### config.mk
export PLATFORM = sky130hd
export DESIGN_NAME = merlin_fifo_reader
export DESIGN_NICKNAME = d
export VERILOG_FILES = /design/src/rtl/merlin_fifo_reader_pkg.sv /design/src/rtl/merlin_fifo_reader.sv
export SDC_FILE = /design/constraint.sdc
export NUM_CORES = 1
export LEC_CHECK = 0
export ABC_AREA = 1
export CORE_ASPECT_RATIO = 0.8
export CORE_MARGIN = 2
export CORE_UTILIZATION = 51
export CTS_BUF_LIST = sky130_fd_sc_hd__clkbuf_16
export CTS_CLUSTER_SIZE = 20
export DETAILED_ROUTE_END_ITERATION = 8
export GPL_ROUTABILITY_DRIVEN = 0
export MAX_ROUTING_LAYER = met4
export PLACE_DENSITY = 0.81
export SLEW_MARGIN = 20
export SYNTH_ARGS = -nofsm -noshare
export SYNTH_HDL_FRONTEND = slang
export SYNTH_SLANG_ARGS = --single-unit
### constraint.sdc
create_clock -name clk_i -period 1.73 [get_ports clk_i]
set_input_delay 0.173 -clock clk_i [delete_from_list [all_inputs] [get_ports clk_i]]
set_output_delay 0.173 -clock clk_i [all_outputs]
set_load 0.03 [all_outputs]
### src/rtl/merlin_fifo_reader_pkg.sv
// Shared types for the FIFO read-side stream adapter.
package merlin_fifo_reader_pkg;

  // Occupancy of the head/skid pair.
  typedef enum logic [1:0] {
    OccZero = 2'b00,
    OccOne  = 2'b01,
    OccTwo  = 2'b10
  } occ_e;

  // Output is valid whenever at least the head register is occupied.
  function automatic logic occ_valid(input occ_e occ);
    return occ != OccZero;
  endfunction

endpackage

### src/rtl/merlin_fifo_reader.sv
// Pops a show-ahead FIFO and re-presents entries as a registered valid/ready stream.
// A head+skid pair lets the pop strobe ignore rdy_i while still sustaining one beat per cycle.
module merlin_fifo_reader
  import merlin_fifo_reader_pkg::*;
#(
  parameter int unsigned C_WIDTH     = 32,
  parameter int unsigned C_CNT_WIDTH = 16
) (
  input  logic                   clk_i,
  input  logic                   resetb_i,
  input  logic                   clk_en_i,
  input  logic                   flush_i,
  input  logic                   fifo_empty_i,
  input  logic [C_WIDTH-1:0]     fifo_dout_i,
  output logic                   fifo_rd_o,
  output logic                   vld_o,
  input  logic                   rdy_i,
  output logic [C_WIDTH-1:0]     data_o,
  output logic [C_CNT_WIDTH-1:0] cnt_o
);

  localparam logic [C_CNT_WIDTH-1:0] CntOne = C_CNT_WIDTH'(1);

  occ_e                   occ_q, occ_d;
  logic [C_WIDTH-1:0]     head_q, head_d;
  logic [C_WIDTH-1:0]     skid_q, skid_d;
  logic [C_CNT_WIDTH-1:0] cnt_q, cnt_d;
  logic                   pop, acc;

  assign vld_o  = occ_valid(occ_q);
  assign data_o = head_q;
  assign cnt_o  = cnt_q;

  // Pop whenever there is room; gating with resetb_i keeps the strobe low during reset.
  assign pop       = clk_en_i & ~flush_i & ~fifo_empty_i & (occ_q != OccTwo) & resetb_i;
  assign fifo_rd_o = pop;
  assign acc       = clk_en_i & vld_o & rdy_i & ~flush_i;

  // Occupancy, data movement and beat counter next-state; flush overrides everything.
  always_comb begin
    occ_d  = occ_q;
    head_d = head_q;
    skid_d = skid_q;
    cnt_d  = cnt_q;
    if (clk_en_i) begin
      if (flush_i) begin
        occ_d = OccZero;
        cnt_d = '0;
      end else begin
        if (acc) begin
          cnt_d = cnt_q + CntOne;
        end
        case (occ_q)
          OccZero: begin
            if (pop) begin
              occ_d  = OccOne;
              head_d = fifo_dout_i;
            end
          end
          OccOne: begin
            if (acc && pop) begin
              head_d = fifo_dout_i;
            end else if (acc) begin
              occ_d = OccZero;
            end else if (pop) begin
              occ_d  = OccTwo;
              skid_d = fifo_dout_i;
            end
          end
          OccTwo: begin
            if (acc) begin
              occ_d  = OccOne;
              head_d = skid_q;
            end
          end
          default: occ_d = OccZero;
        endcase
      end
    end
  end

  // State registers with asynchronous clear.
  always_ff @(posedge clk_i or negedge resetb_i) begin
    if (!resetb_i) begin
      occ_q  <= OccZero;
      head_q <= '0;
      skid_q <= '0;
      cnt_q  <= '0;
    end else begin
      occ_q  <= occ_d;
      head_q <= head_d;
      skid_q <= skid_d;
      cnt_q  <= cnt_d;
    end
  end

`ifdef RV_ASSERTS_ON
  a_no_pop_when_empty: assert property (@(posedge clk_i) disable iff (!resetb_i)
    !(fifo_rd_o && fifo_empty_i));
  a_occ_legal: assert property (@(posedge clk_i) disable iff (!resetb_i)
    occ_q inside {OccZero, OccOne, OccTwo});
  a_data_hold: assert property (@(posedge clk_i) disable iff (!resetb_i)
    (vld_o && !rdy_i && !flush_i) |=> $stable(data_o));
`endif

endmodule

==> flow_summary.toml <==
[worst_setup_path]
reg2reg_depth = 6
reg2reg_from = "occ_q[1]$_DFFE_PN0P_"
critPathMaxFanout = 7
startpoint_type = "register"
worst-path-stages = 1
arrival_ps = 1500
cp-startpoint = "cnt_o[9]$_DFFE_PN0P_"
path_buf_inv = 1
worstSetupPathType = "reg2out"
path_cells = "clkdlybuf4s50_1"
slowest_stage = "clkdlybuf4s50_1"
r2r-end = "data_o[11]$_DFFE_PN0P_"
rrSetupSlack_ps = 180
critPathCaptureType = "output port"
cp.required_ps = 1560
max_stage_delay_ps = 710
critPathTopFamily = "buffers and inverters"
cp-endpoint = "cnt_o[9]"

[layout]
final_cells = 682
layout_common_cells = "nand2_1 (154), clkdlybuf4s50_1 (83), dfrtp_1 (82), o21ai_0 (44), inv_1 (39)"
seqCellArea_um2 = 2052
design_area_um2 = 5321
nNetsFinal = 611
syn2layout_area_growth_pct = 33.70
post-route-util_pct = 70.98
drive_above_1_share_pct = 10.57
final_common_cell = "nand2_1"
fillers = 607
n_antenna_cell = 0
multi_input_area_um2 = 1640

[cts]
cts_buffers = 9
path_clk_slew_ps = 60
clkLatencyLatePin_ps = 330
postCtsSetupBuffers = 0
cts_buffer_depth = 2
cts.htree.levels = 3
cts_root_buf = "clkbuf_16"
tritoncts = "yes"
cts.sinks = 82

[drt]
vias = 3469
finalWirelength_um = 9271
drc = 0
ant_nets = 0
firstDrtPassIters = 5
wl_per_cell_um = 13.59
vias_per_cell = 5.087
drt_iter0_drc = 130

[timing]
tightestPinTransition_ps = 729.4
finalClockSkew_ps = 3.489
setup_viol = 0
slew_violations = 0
relSlewSlack_pct = 51.37
setup_ws_ps = 61.62
fmax_mhz = 599.4
min_period_over_period_pct = 96.44
hold_viol_final = 0
rsz0062_at_grt = "false"
period_minus_slack_ps = 1668

[min_path]
hold_path.class = "in2reg"

[power_and_ir_drop]
powerDensity_nw_per_um2 = 1221
leakage_nw = 2.645
total_power_mw = 6.496
peakVddDrop_uv = 803.8

[synthesis]
yosys_warnings = 0
yosysSeqAreaShare_pct = 51.56
syn_area_um2 = 3980
ys_ff_latch = 82
synth.distinct_cells = 30
synth_fp_nets = 517
avgSynthCellArea_um2 = 8.327
syn_inst = 478

[placement]
numPortBuffers = 87
post-dp-hpwl_um = 6507
post-place-cells = 665
place_ws_ps = -10.85
dpl-instance-area_um2 = 5016

[floorplanning]
dieArea_um2 = 8531
initial_core_util_pct = 53.09
rows = 28
die_h_um = 83.02
die_x_um = 102.8
core_area_um2 = 7497
pin_count = 88

[global_route]
grt_pass1_wl_um = 15720
antenna_found_initial = 0
grt_pass1_vias = 3299
grt_overflow = 0
grt_usage_pct = 23.89
grt_max_degree = 58

[run_status]
status = "finished clean"

[run]
cap_violations = 0
-- Yosys cell counts --
cell type    n  share of area, %
a21o_1       1              0.19
a21oi_1     20               2.5
a22o_1       1              0.22
buf_1        1             0.094
buf_2        5              0.63
buf_4        2              0.38
buf_6        3              0.85
buf_8        1              0.38
clkbuf_1     7              0.66
clkbuf_4     1              0.19
dfrtp_1     82                52
ha_1         1              0.31
inv_1       39               3.7
inv_2        3              0.28
inv_4        1              0.16
mux2i_1     17               4.3
nand2_1    155                15
nand2_2     10               1.6
nand3_1     11               1.4
nand3_2      1              0.25
nand4_1     16               2.5
nand4_4      1              0.53
nor2_1      35               3.3
nor2_2       2              0.31
nor2_4       1              0.28
nor3_1       3              0.38
o211ai_1     1              0.19
o21ai_0     44               5.5
o21ai_2     10               2.2
o21bai_1     3              0.57
-- worst min-delay path by stage --
stage / startpoint / end / slack [ps] / cells after the start
after floorplan: resetb_i / cnt_o[0]$_DFFE_PN0P_ / -120 / 0
after global placement: resetb_i / data_o[4]$_DFFE_PN0P_ / 230 / 2
after detailed placement: resetb_i / data_o[4]$_DFFE_PN0P_ / 230 / 2
after CTS: fifo_dout_i[1] / skid_q[1]$_DFFE_PN0P_ / 410 / 3
after global routing: fifo_dout_i[1] / skid_q[1]$_DFFE_PN0P_ / 420 / 3
final: fifo_dout_i[1] / skid_q[1]$_DFFE_PN0P_ / 410 / 3
-- flip-flops by register name, summed over array words and instances (netlist names) --
| signal | cells |
|---|---|
| occ_q | 2 |
| cnt_o | 16 |
| data_o | 32 |
| skid_q | 32 |
-- logic make-up after synthesis --
group                    count (synthesis)  synth area share (%)
AND/OR/NAND/NOR                        235                 25.15
flip-flops                              82                 51.56
AO/OA/AOI/OAI                           80                 11.41
buffers and inverters                   63                 7.293
multiplexers                            17                 4.275
adder cells (fa/ha/maj)                  1                0.3143
-- power by group --
part	switching, mW	total [mW]	internal [mW]
clock	0.767	1.88	1.11
combinational	1.11	1.93	0.819
sequential	0.281	2.68	2.40
-- area by class of cell --
| cell class | count | share of cell area (%) |
|---|---|---|
| timing repair buffer | 103 | 19.54 |
| clock buffer | 9 | 4.232 |
| tap | 105 | 2.469 |
| multi-input combinational | 333 | 30.83 |
| sequential | 82 | 38.56 |
| clock inverter | 7 | 1.293 |
| inverter | 43 | 3.080 |
-- per-layer routing --
layer,share of wire (%),vias up,GRT usage [%],routed length (um)
met5,0,-,-,0
met3,5.7,9,6.734,532
met1,47,1645,33.54,4342
met2,47,91,35.35,4313
met4,0.90,0,4.426,83
li1,-,1724,-,-
-- metrics by stage --
stage	hold slack (ps)	TNS (ps)
6_report	409.6	0
5_1_grt	418.3	0
4_1_cts	406.2	0
3_5_place_dp	226.2	-10.85
3_3_place_gp	225.4	0
2_1_floorplan	-122.6	0
-- what timing repair did --
| action | 4_1_cts | 5_1_grt |
|---|---|---|
| resized for setup | 1 | 1 |
| setup endpoints to repair | 1 | 1 |
| hold buffers | 1 | 0 |
| endpoints found under the hold margin | 25 | 0 |
| pin swaps | 0 | 0 |
(Power assumes the default switching activity.)
